`src/rtl/blink_fader_if.sv`:
```
// Signal bundle between the blink stage and the LED fader.
// The blink stage drives led_i; the fader drives the PWM pin, busy and duty.
interface blink_fader_if #(
    parameter int PWM_BITS = 8
);
    logic                led_i;
    logic                led_o;
    logic                busy_o;
    logic [PWM_BITS-1:0] duty_o;

    modport master (output led_i, input led_o, busy_o, duty_o);
    modport slave  (input led_i, output led_o, busy_o, duty_o);
endinterface

```
`src/rtl/blink_fader.sv`:
```
// LED fader: turns hard on/off edges from the blink stage into linear PWM ramps.
// Define BLINK_FADER_GAMMA_EN to drive the fade PWM from a squared (gamma-corrected) duty.
module blink_fader #(
    parameter int PWM_BITS = 8,
    parameter int STEP     = 1000
) (
    input  logic         clk_i,
    input  logic         rst_i,
    blink_fader_if.slave bus
);
    localparam logic [PWM_BITS-1:0] MAX    = {PWM_BITS{1'b1}};
    localparam int                  STEP_W = (STEP > 1) ? $clog2(STEP) : 1;
    localparam logic [STEP_W-1:0]   STEP_LAST = STEP_W'((STEP > 0) ? STEP - 1 : 0);

    typedef enum logic [1:0] {
        OFF,
        FADE_UP,
        ON,
        FADE_DOWN
    } state_t;

    state_t              state;
    logic [PWM_BITS-1:0] duty;
    logic [PWM_BITS-1:0] pwm_cnt;
    logic [STEP_W-1:0]   step_cnt;
    logic [PWM_BITS-1:0] cmp_val;
    logic [PWM_BITS-1:0] duty_inc;
    logic [PWM_BITS-1:0] duty_dec;
    logic                step_done;

`ifdef BLINK_FADER_GAMMA_EN
    logic [2*PWM_BITS-1:0] duty_sq;

    always_comb begin
        duty_sq = {{PWM_BITS{1'b0}}, duty} * {{PWM_BITS{1'b0}}, duty};
        cmp_val = duty_sq[2*PWM_BITS-1:PWM_BITS];
    end
`else
    assign cmp_val = duty;
`endif

    // Saturating neighbours of duty; a ramp never wraps past 0 or MAX.
    assign duty_inc  = (duty == MAX)     ? MAX  : duty + 1'b1;
    assign duty_dec  = (duty == '0)      ? '0   : duty - 1'b1;
    assign step_done = (step_cnt == STEP_LAST);

    assign bus.duty_o = duty;

    // NOTE: all state uses <= so led_o and busy_o see the pre-edge state and
    // duty, which is what gives the pin its one-cycle lag behind the FSM.
    always_ff @(posedge clk_i) begin
        if (rst_i) begin
            state      <= OFF;
            duty       <= '0;
            pwm_cnt    <= '0;
            step_cnt   <= '0;
            bus.led_o  <= 1'b0;
            bus.busy_o <= 1'b0;
        end else begin
            pwm_cnt    <= pwm_cnt + 1'b1;
            bus.busy_o <= (state == FADE_UP) || (state == FADE_DOWN);

            case (state)
                OFF: begin
                    bus.led_o <= 1'b0;
                    if (bus.led_i) begin
                        step_cnt <= '0;
                        if (STEP == 0) begin
                            state <= ON;
                            duty  <= MAX;
                        end else begin
                            state <= FADE_UP;
                        end
                    end
                end

                ON: begin
                    bus.led_o <= 1'b1;
                    if (!bus.led_i) begin
                        step_cnt <= '0;
                        if (STEP == 0) begin
                            state <= OFF;
                            duty  <= '0;
                        end else begin
                            state <= FADE_DOWN;
                        end
                    end
                end

                FADE_UP: begin
                    bus.led_o <= (pwm_cnt < cmp_val);
                    // Endpoint wins over a simultaneous led_i reversal.
                    if (step_done) begin
                        duty     <= duty_inc;
                        step_cnt <= '0;
                        if (duty_inc == MAX) begin
                            state <= ON;
                        end else if (!bus.led_i) begin
                            state <= FADE_DOWN;
                        end
                    end else if (!bus.led_i) begin
                        state    <= FADE_DOWN;
                        step_cnt <= '0;
                    end else begin
                        step_cnt <= step_cnt + 1'b1;
                    end
                end

                FADE_DOWN: begin
                    bus.led_o <= (pwm_cnt < cmp_val);
                    if (step_done) begin
                        duty     <= duty_dec;
                        step_cnt <= '0;
                        if (duty_dec == '0) begin
                            state <= OFF;
                        end else if (bus.led_i) begin
                            state <= FADE_UP;
                        end
                    end else if (bus.led_i) begin
                        state    <= FADE_UP;
                        step_cnt <= '0;
                    end else begin
                        step_cnt <= step_cnt + 1'b1;
                    end
                end

                default: begin
                    state     <= OFF;
                    bus.led_o <= 1'b0;
                end
            endcase
        end
    end
endmodule

```
`src/flat_wrapper.sv`:
```
// flat-port wrapper written by rule: the top's interface ports become plain ports
module blink_fader_flat 
#(
    parameter int PWM_BITS = 8,
    parameter int STEP     = 1000
)
  (clk_i, rst_i, bus_led_i, bus_led_o, bus_busy_o, bus_duty_o);
  blink_fader_if #(.PWM_BITS(PWM_BITS)) bus_i ();
  input  logic clk_i;
  input  logic rst_i;
  input wire logic [$bits(bus_i.led_i)-1:0] bus_led_i;
  output wire logic [$bits(bus_i.led_o)-1:0] bus_led_o;
  output wire logic [$bits(bus_i.busy_o)-1:0] bus_busy_o;
  output wire logic [$bits(bus_i.duty_o)-1:0] bus_duty_o;
  assign bus_i.led_i = bus_led_i;
  assign bus_led_o = bus_i.led_o;
  assign bus_busy_o = bus_i.busy_o;
  assign bus_duty_o = bus_i.duty_o;
  blink_fader #(.PWM_BITS(PWM_BITS), .STEP(STEP)) u_core (.clk_i(clk_i), .rst_i(rst_i), .bus(bus_i));
endmodule
```
`config.mk`:
```
export PLATFORM = sky130hd
export DESIGN_NAME = blink_fader_flat
export DESIGN_NICKNAME = d
export VERILOG_FILES = /design/src/rtl/blink_fader_if.sv /design/src/rtl/blink_fader.sv /design/src/flat_wrapper.sv
export SDC_FILE = /design/constraint.sdc
export NUM_CORES = 1
export LEC_CHECK = 0
export CORE_MARGIN = 2
export CORE_UTILIZATION = 35
export CTS_BUF_LIST = sky130_fd_sc_hd__clkbuf_8
export CTS_CLUSTER_SIZE = 8
export DETAILED_ROUTE_END_ITERATION = 7
export GPL_ROUTABILITY_DRIVEN = 0
export PLACE_DENSITY = 0.51
export RECOVER_POWER = 25
export SLEW_MARGIN = 20
export SYNTH_ARGS = -nofsm -noshare
export SYNTH_HDL_FRONTEND = slang
export SYNTH_SLANG_ARGS = --single-unit
```
`constraint.sdc`:
```
create_clock -name clk_i -period 3.8 [get_ports clk_i]
set_input_delay 0.76 -clock clk_i [delete_from_list [all_inputs] [get_ports clk_i]]
set_output_delay 0.76 -clock clk_i [all_outputs]
set_load 0.05 [all_outputs]
```
Yosys cells after proc, flatten, opt, wreduce, memory -nomap -nowiden
Cells that the tools add are included.

Output and inout port bits: 10. Register bits after elaboration: 30.

Reduce and logical (&&, ||, !) cells: 8. Magnitude comparators: 1. Add/subtract/negate cells: 4. Mux-type cells: 20. Equal/unequal tests: 10.

Operators by type and width (number): 2-to-1 mux 10 bit (6); one-hot mux 10 bit (4 select lines) (1); 2-to-1 mux 8 bit (4); adder 8 x 1 -> 8 bit, second input constant (2); == test 8 bit, second input constant (2); zero test 8 bit (2); one-hot mux 8 bit (2 select lines) (1); 2-to-1 mux 2 bit (6); adder 10 x 1 -> 10 bit, second input constant (1); == test 10 bit, second input constant (1); < comparator 8 bit (1); one-hot mux 2 bit (4 select lines) (1); subtractor 8 x 1 -> 8 bit, second input constant (1); == test 2 bit, second input constant (2); != test 2 x 1 -> 1 bit, second input constant (2); != test 2 bit, second input constant (2); one-hot mux 1 bit (3 select lines) (1); AND reduction 3 bit (1); == test 2 x 1 -> 1 bit, second input constant (1); zero test 2 bit (1); AND reduction 2 bit (1); nonzero test 2 bit (1); OR reduction 2 bit (1); logical OR 1 bit (1).

Depth between registers and ports, before layout
Gate-level depths: netlist (run 1).

Word-level depth: 6. Gate-level depth with buffers: 8. Mapped depth without buffers: 8.

Worst setup path after synthesis (run 1)
No wires, ideal clock.

Path kind: register to register. From: register u_core.duty[0] (netlist: u_core.bus.duty_o[0]). To: register u_core.state[1]. Clock period less this slack: 2489 ps. Path buffers: 0. Arrival: 2351 ps. Stages on the path, launching flop included: 9. Slack: 1311 ps. Cells stage by stage: dfxtp_1 inv_1 ha_1 or3b_2 o32a_1 o32ai_1 o2111ai_1 nand3b_1 a41oi_1.

Word-level cells in the longest chain between the ends: 6.

RTL lines: start: declaration (line blink_fader.sv:23) `logic [PWM_BITS-1:0] duty;`; start signal: assignment (line blink_fader.sv:94) `duty <= duty_inc;`; start signal: assignment (line blink_fader.sv:112) `duty <= duty_dec;`; adder 8 x 1 -> 8 bit, or another cell as far along (line blink_fader.sv:43) `assign duty_inc = (duty == MAX) ? MAX : duty + 1'b1;`; 2-to-1 mux 8 bit, on equally long branches (line blink_fader.sv:43, blink_fader.sv:44); == test 8 bit / zero test 8 bit (equally long branches) (line blink_fader.sv:96, blink_fader.sv:114); 2-to-1 mux 2 bit, on equally long branches (line blink_fader.sv:96, blink_fader.sv:114); 2-to-1 mux 2 bit, on equally long branches (line blink_fader.sv:93, blink_fader.sv:111); one-hot mux 2 bit (4 select lines) * (line blink_fader.sv:63) `case (state)`; end signal: assignment (line blink_fader.sv:69) `state <= ON;`; end signal: assignment (line blink_fader.sv:97) `state <= ON;`; end signal: assignment (line blink_fader.sv:99) `state <= FADE_DOWN;`; end: declaration (line blink_fader.sv:22) `state_t state;`.

Every way passes the cells marked *; elsewhere a longest branch is shown, timed or not. A chain may end at the register's enable or synchronous reset.

==> impl_metrics.ini, run 1 <==
[logic_synthesis]
yosys.area_share.simple_pct = 30.4
syn_nets = 264
netlist_top_cells_count = dfxtp_1, nor2_1, nand2_1
synth_ff_type = dfxtp_1
synth_compound_area_share_pct = 20.1
synth.most_common_cell = dfxtp_1
yosysUniqueCellTypes = 51
synthArstFlopShare_pct = 0
synth_area_um2 = 1920
synth_edf_count = 0
syn_area_per_cell_um2 = 7.68
yosysSeqAreaShare_pct = 31.3
synthMuxAreaShare_pct = 0.521
yosysWarnings = 0
yosys.area.top_type_share_pct = 31.3
yosys.area.top_type = dfxtp_1
synthAdderAreaFrac_pct = 7.17
synth_top_family_by_area = simple AND/OR/NAND/NOR gates
ys_seq_elements = 30
synth_area_leaders = dfxtp_1, ha_1, nor2_1
synthCells = 250
synth_xor_area_share_pct = 5.02

[global_route]
grt-ovfl-total = 0
grt_usage_pct = 16.1
grt_pass1_wl_mm = 7.86
grt_pass1_vias = 1624
grt_max_degree = 31
antenna_found_initial = 0

[timing]
finClkSkew_ns = 0.00811
rsz0062_at_grt = false
fmax_mhz = 356
tns_ns = 0
worst_pin_slew_ns = 1.40
max-slew-margin-rel_pct = 6.95
worst_slack_ns = 0.989
final-setup-viol-count = 0
whs_ns = 0.473
period_minus_slack_ns = 2.81
post-route-period-util_pct = 74.0
hold_viol_final = 0
drv_slew = 0

[critical_path]
crit_path_start = rst_i
criticalPathCategory = in -> reg
startpoint_type = input pin
cp_max_fo = 30
cp.arrival_ns = 2.98
cp_data_required_time_ns = 3.97
crit-reg2reg-launch = u_core.bus.duty_o[0]
end_kind = flop

[floorplan]
die_w_um = 78.1
initial_core_util_pct = 36.9
die_h_um = 78.1
fp-row-count = 26
core_area_um2 = 5200
die_area_um2 = 6100
ios = 13

[layout]
syn2layout_area_growth_pct = 13.0
fill_cells = 515
diodes = 0
drive_gt1_share_pct = 5.84
nNetsFinal = 270

[cts]
clkSinkCount = 30
cts_tree = yes
cts_root_buffer = clkbuf_8
cts_resized = 0
cts.htree.levels = 2
post_cts_buffers = 0
path_clk_slew_ns = 0.07
worstSkewPairLatency_ns = 0.28
postCtsHoldBufs = 0
clockBufferDepth = 2
numCtsBuffers = 5

[worst_hold_path]
worstHoldStart = u_core.pwm_cnt[0]
hp-class = reg -> reg

[placed_design]
post-dp-hpwl_mm = 3.25
port_buffers = 12
dp_slack_ns = 1.17

[route]
viasPerCell = 5.42
ant_nets = 0
first_iter_violations = 138
drc = 0
vias = 1772
dr.pass1.iters = 4
wl_mm = 4.70
routedWlPerCell_um = 14.4

[pwr]
switchingPower_w = 0.000227
p_leak_nw = 0.717
pwr-share-clk_pct = 40.9
p_seq_share_pct = 44.9
swShare_pct = 28.8
power.density_nw_per_um2 = 362
peakVddDrop_mv = 0.230
p_int_w = 0.000560
combPwrFrac_pct = 14.2

[run]
maxCapViolCount = 0

[status]
status = complete, no violations
metal layers:
metal | vias up | GRT usage, % | wire (um)
li1 | 914 | - | -
met1 | 794 | 21.9 | 2300
met2 | 58 | 24.0 | 2060
met3 | 6 | 4.14 | 281
met4 | 0 | 6.84 | 63
met5 | - | 0 | 0
cells in the final DEF, fill, tap and decap left out, types with 3 or more instances in the layout:
cell             synthesis  layout
a21oi_1                 16      16
nand3b_1                 6       6
and3_1                   7       7
nor3_1                   8       8
clkbuf_8                 0       5
a311oi_1                 5       5
o21ai_0                 19      19
nand2b_1                 3       3
xnor2_1                  6       6
dfxtp_1                 30      30
clkdlybuf4s50_1          0      11
nand3_1                 14      14
xor2_1                   5       5
nand4_1                  3       3
ha_1                    11      11
inv_1                   10      10
nor2b_1                  3       3
nand2_1                 27      27
nor2_1                  29      29
final timing paths:
| path | slack (ns) | depth (start not counted) | to |
|---|---|---|---|
| setup / recovery | 0.99 | 7 | u_core.bus.led_o |
| hold / removal | 0.47 | 1 | u_core.pwm_cnt[0] |
| setup reg to reg | 1.31 | 8 | u_core.state[1] |
| hold reg to reg | 0.47 | 1 | u_core.pwm_cnt[0] |
critical path, cell delays in order:
cell,delay [ns]
dlygate4sd3_1,0.52
clkbuf_1,1.01
nor2b_1,0.27
nand2_1,0.18
nor2_1,0.05
nor2_1,0.09
o31ai_1,0.10
kinds of logic after synthesis:
logic type,Yosys count
and+or+nand+nor,112
AOI/OAI and AO/OA,61
DFF,30
buffers and inverters,24
xor gates and xnor gates,11
adders and majority gates,11
muxes,1
power groups by stage:
stage / logic, W / registers [W] / clock network [W]
floorplan: 0.0000852 / 0.000356 / 0
global placement: 0.000114 / 0.000361 / 0
detailed placement: 0.000112 / 0.000360 / 0
CTS: 0.000113 / 0.000353 / 0.000332
global route: 0.000126 / 0.000357 / 0.000347
finish: 0.000112 / 0.000354 / 0.000321
flip-flops by register name, summed over array words and instances (netlist names):
| name | flops |
|---|---|
| u_core.state | 2 |
| u_core.bus.led_o | 1 |
| u_core.bus.duty_o | 8 |
| u_core.pwm_cnt | 8 |
| u_core.step_cnt | 10 |
| u_core.bus.busy_o | 1 |
metrics by stage:
step                      utilization [%]  area, um^2  power [W]  instances
after floorplan                         -        1920   0.000441        250
after global placement               39.7        2070   0.000475        319
after detailed placement             39.7        2070   0.000473        319
after CTS                            41.8        2170   0.000797        327
after global routing                 41.7        2170   0.000830        327
final                                41.7        2170   0.000787        327
layout make-up:
class                           count  area [um^2]  area share [%]
Clock inverter                      3         40.0            1.84
Multi-Input combinational cell    196         1210            55.9
Timing Repair Buffer               13          124            5.71
Inverter                           10         37.5            1.73
Sequential cell                    30          601            27.7
Tap cell                           70         87.6            4.03
Clock buffer                        5         68.8            3.17
No activity file was read; power rests on OpenSTA's default activity.
==> inputs of run 2 (changes only) <==
Settings changed: PLACE_DENSITY 0.51 to 0.53.
Clock period 3.8 ns to 2.5 ns, I/O delays scaled along.
==> run 2 against run 1 <==
- design area grew 0.75%
- wire length shrank 1.2%
- flip-flop and latch count is the same
- sequential power grew 52%
- critical path depth shrank 6
- non-clock buffer count grew 4
- via count grew 0.96%
- sequential share of layout area shrank 0.21 points
- core utilization grew 0.31 points
- count of clock-buffer cells in the layout grew 1
- critical path type is now reg -> out
- largest power group unchanged
==> impl_metrics.ini, run 2 (synthesis results as in run 1) <==
[floorplan]
die_area_um2 = 6100
initial_core_util_pct = 36.9
die_h_um = 78.1
fp-row-count = 26
ios = 13
core_area_um2 = 5200
die_w_um = 78.1

[cts]
path_clk_slew_ns = 0.06
postCtsHoldBufs = 0
worstSkewPairLatency_ns = 0.28
clockBufferDepth = 2
cts.htree.levels = 2
cts_resized = 0
cts_tree = yes
numCtsBuffers = 5
clkSinkCount = 30
cts_root_buffer = clkbuf_8
post_cts_buffers = 0

[global_route]
use_met1_pct = 22.2
grtUsageMet2_pct = 26.3
grt_pass1_wl_mm = 8.07
antenna_found_initial = 0
busiest_layer = met2
grt_usage_pct = 16.3
grt_pass1_vias = 1664
grt_util_met3_pct = 3.22
grt_max_degree = 30
grt-ovfl-total = 0

[critical_path]
critPathMaxStageDelay_ns = 0.90
regToRegEndpoint = u_core.state[1]
path_cells = clkdlybuf4s50_1
ff2ff_path_depth = 8
cp_data_required_time_ns = 2.00
cp_top_family = buffers and inverters
startpoint_type = flop
critPathBufInv = 1
crit-reg2reg-launch = u_core.bus.duty_o[1]
slowest_stage = clkdlybuf4s50_1
cp.arrival_ns = 1.80
cp_max_fo = 13
end_kind = output pin
r2r_slack_ns = 0.23
criticalPathCategory = reg -> out

[placed_design]
post-dp-hpwl_mm = 3.30
place_area_um2 = 2100
port_buffers = 12

[pwr]
finalPower_w = 0.00111
peakVddDrop_mv = 0.349
power.density_nw_per_um2 = 509
p_leak_nw = 0.739

[timing]
hold_viol_final = 0
post-route-period-util_pct = 91.9
tns_ns = 0
fmax_mhz = 435
max-slew-margin-rel_pct = 61.3
final-setup-viol-count = 0
drv_slew = 0
rsz0062_at_grt = false
worst_pin_slew_ns = 0.580
period_minus_slack_ns = 2.30
finClkSkew_ns = 0.00703

[layout]
fill_cells = 549
layout_common_cells = dfxtp_1, nor2_1, nand2_1, o21ai_0, a21oi_1
mostFrequentLayoutCell = dfxtp_1
syn2layout_area_growth_pct = 13.9
largest_reg_flops = 10
fin_area_um2 = 2190
largest-register = u_core.step_cnt
drive_gt1_share_pct = 7.28
nNetsFinal = 274
diodes = 0
final_util_pct = 42.0

[route]
vias = 1789
routedWlPerCell_um = 14.0
ant_nets = 0
dr.pass1.iters = 4
first_iter_violations = 105
viasPerCell = 5.40
drc = 0
wl_mm = 4.65

[worst_hold_path]
holdPathEnd = u_core.pwm_cnt[0]
worstHoldStart = u_core.pwm_cnt[0]
hold-path-cell-count = 1
hp-class = reg -> reg

[status]
status = complete, no violations

[run]
maxCapViolCount = 0
## run 2: per-stage QoR
stage	worst slack (ns)	std cells	hold slack, ns
3_3_place_gp	0.320	323	0.443
5_1_grt	0.0459	331	0.482
3_5_place_dp	0.223	323	0.445
6_report	0.203	331	0.462
4_1_cts	0.212	331	0.460
2_1_floorplan	0.0107	250	0.422
## run 2: area by class of cell
| cell class | instances | area (um^2) | share of cell area (%) |
|---|---|---|---|
| sequential | 30 | 601 | 27.5 |
| inverter | 10 | 37.5 | 1.72 |
| clock buffer | 6 | 82.6 | 3.78 |
| tap | 70 | 87.6 | 4.00 |
| clock inverter | 2 | 8.76 | 0.400 |
| multi-input combinational | 196 | 1210 | 55.4 |
| timing repair buffer | 17 | 158 | 7.21 |
## run 2: report_power, final
| part | internal [W] | switching, W |
|---|---|---|
| Sequential | 0.000498 | 0.0000388 |
| Combinational | 0.0000690 | 0.000110 |
| Clock | 0.000218 | 0.000181 |
| Total | 0.000785 | 0.000329 |
## run 2: worst max-delay path by stage
| stage | slack [ns] | start | end | cells after the start |
|---|---|---|---|---|
| floorplan | 0.01 | u_core.bus.duty_o[0] | u_core.state[1] | 8 |
| global placement | 0.32 | bus_led_i | u_core.step_cnt[9] | 7 |
| detailed placement | 0.22 | u_core.bus.duty_o[1] | u_core.state[1] | 8 |
| CTS | 0.21 | u_core.bus.duty_o[1] | u_core.state[1] | 8 |
| global route | 0.05 | u_core.bus.duty_o[1] | u_core.state[1] | 8 |
| finish | 0.20 | u_core.bus.duty_o[5] | bus_duty_o[5] | 1 |
## run 2: routing by layer
| metal | share of wire (%) | wire [um] | up-vias |
|---|---|---|---|
| met1 | 48 | 2250 | 833 |
| met2 | 47 | 2180 | 36 |
| met5 | 0 | 0 | - |
| met4 | 0.62 | 29 | 0 |
| li1 | - | - | 918 |
| met3 | 4.1 | 191 | 2 |
==> inputs of run 3 (changes only) <==
Settings changed: SETUP_SLACK_MARGIN set to 0.3.
==> run 3 against run 2 <==
- first-iteration DRC count fell by 14%
- final cell count up 1.2%
- combinational power grew 17%
- critical path type is now reg -> reg
- sequential share of layout area down 0.054 points
- clock power about the same
- critical path depth is 5 higher
- register-to-register slack better by 0.15 ns
- largest power group unchanged
==> impl_metrics.ini, run 3 (synthesis results as in run 1) <==
[layout]
layout_common_cells = nor2_1, nand2_1, dfxtp_1, o21ai_0, a21oi_1
drive_gt1_share_pct = 10.6
fill_cells = 548
regArea_um2 = 609
largest-register = u_core.step_cnt
mostFrequentLayoutCell = nor2_1
multi_input_area_um2 = 1220
largest_reg_flops = 10
syn2layout_area_growth_pct = 15.8
nNetsFinal = 278
diodes = 0

[critical_path]
cp_data_required_time_ns = 2.71
cp_max_fo = 6
crit_path_start = u_core.bus.duty_o[0]
end_kind = flop
crit-reg2reg-launch = u_core.bus.duty_o[0]
startpoint_type = flop
criticalPathCategory = reg -> reg
cp.arrival_ns = 2.32

[route]
first_iter_violations = 90
ant_nets = 0
dr.pass1.iters = 4
vias = 1775
wl_mm = 4.73
routedWlPerCell_um = 14.1
drc = 0
viasPerCell = 5.30

[cts]
numCtsBuffers = 5
worstSkewPairLatency_ns = 0.28
cts_tree = yes
cts_root_buffer = clkbuf_8
postCtsHoldBufs = 0
clkSinkCount = 30
clockBufferDepth = 2
cts.htree.levels = 2
path_clk_slew_ns = 0.07

[placed_design]
port_buffers = 12
post-dp-hpwl_mm = 3.40

[timing]
fmax_mhz = 472
worst_pin_slew_ns = 0.716
rsz0062_at_grt = true
max-slew-margin-rel_pct = 52.3
final-setup-viol-count = 0
tns_ns = 0
finClkSkew_ns = 0.00716
period_minus_slack_ns = 2.12
post-route-period-util_pct = 84.7
hold_viol_final = 0
drv_slew = 0

[pwr]
switchingPower_w = 0.000337
power.density_nw_per_um2 = 507
finalPower_w = 0.00113
p_seq_share_pct = 45.9
p_leak_nw = 0.780
pwr-share-clk_pct = 35.5
p_int_w = 0.000790
swShare_pct = 29.9
peakVddDrop_mv = 0.239
combPwrFrac_pct = 18.6

[worst_hold_path]
hp-class = reg -> reg
worstHoldStart = u_core.pwm_cnt[0]

[global_route]
grt-ovfl-total = 0
grt_max_degree = 16
antenna_found_initial = 0
grt_usage_pct = 16.8
grt_pass1_wl_mm = 8.22
grt_pass1_vias = 1681

[floorplan]
initial_core_util_pct = 36.9
core_area_um2 = 5200
die_area_um2 = 6100
fp-row-count = 26
die_w_um = 78.1
ios = 13
die_h_um = 78.1

[status]
status = complete, no violations

[run]
maxCapViolCount = 0
-- run 3: changes by cell type in the layout (fill, tap and decap cells not counted), sizes merged --
cell / delta
dlygate4sd3: -1
buf: +2
dlymetal6s2s: +1
clkbuf: +3
dlygate4sd2: +3
clkdlybuf4s50: -4
-- run 3: power by group through the flow --
stage	logic [W]	clock network, W	registers (W)
floorplan	0.000129	0	0.000540
global placement	0.000215	0	0.000530
detailed placement	0.000212	0	0.000529
CTS	0.000214	0.000417	0.000519
global route	0.000238	0.000443	0.000521
finish	0.000209	0.000400	0.000517
-- run 3: worst max-delay path: stages (launching register included) --
cell     delay, ns
dfxtp_4       0.38
inv_1         0.08
ha_2          0.36
nand4_1       0.13
o31a_1        0.38
or4b_1        0.51
a41oi_1       0.20
-- run 3: what timing repair did --
item,CTS,global route
gates cloned,0,0
setup buffers,0,2
gates resized for setup,3,7
setup endpoints to repair,3,8
pin swaps,0,2
-- run 3: final cells by class --
cell class	count	area share, %
Multi-Input combinational cell	196	55.1
Sequential cell	30	27.4
Timing Repair Buffer	21	7.77
Tap cell	70	3.94
Clock buffer	6	3.71
Inverter	10	1.69
Clock inverter	2	0.394
-- run 3: routing by layer --
layer	part of all wire [%]	vias up	routed length (um)	GRT usage [%]
li1	-	927	-	-
met1	50	801	2370	23.8
met2	44	41	2070	24.7
met3	4.5	6	214	3.33
met4	1.5	0	69	7.02
met5	0	-	0	0
-- run 3: final timing paths --
path                                     endpoint  slack [ns]  depth (start not counted)
worst max-delay path              u_core.state[1]        0.38                          6
worst min-delay path            u_core.pwm_cnt[0]        0.47                          1
worst max register to register    u_core.state[1]        0.38                          6
worst min register to register  u_core.pwm_cnt[0]        0.47                          1
-- run 3: stage by stage --
step	hold WS (ns)	cells	utilization (%)	worst slack, ns	area (um^2)
final	0.473	335	42.7	0.382	2220
after CTS	0.475	333	42.4	0.319	2200
after floorplan	0.422	250	-	0.323	1930
after global placement	0.449	325	40.7	0.339	2120
after global routing	0.498	335	42.7	0.247	2220
after detailed placement	0.460	325	40.7	0.322	2120
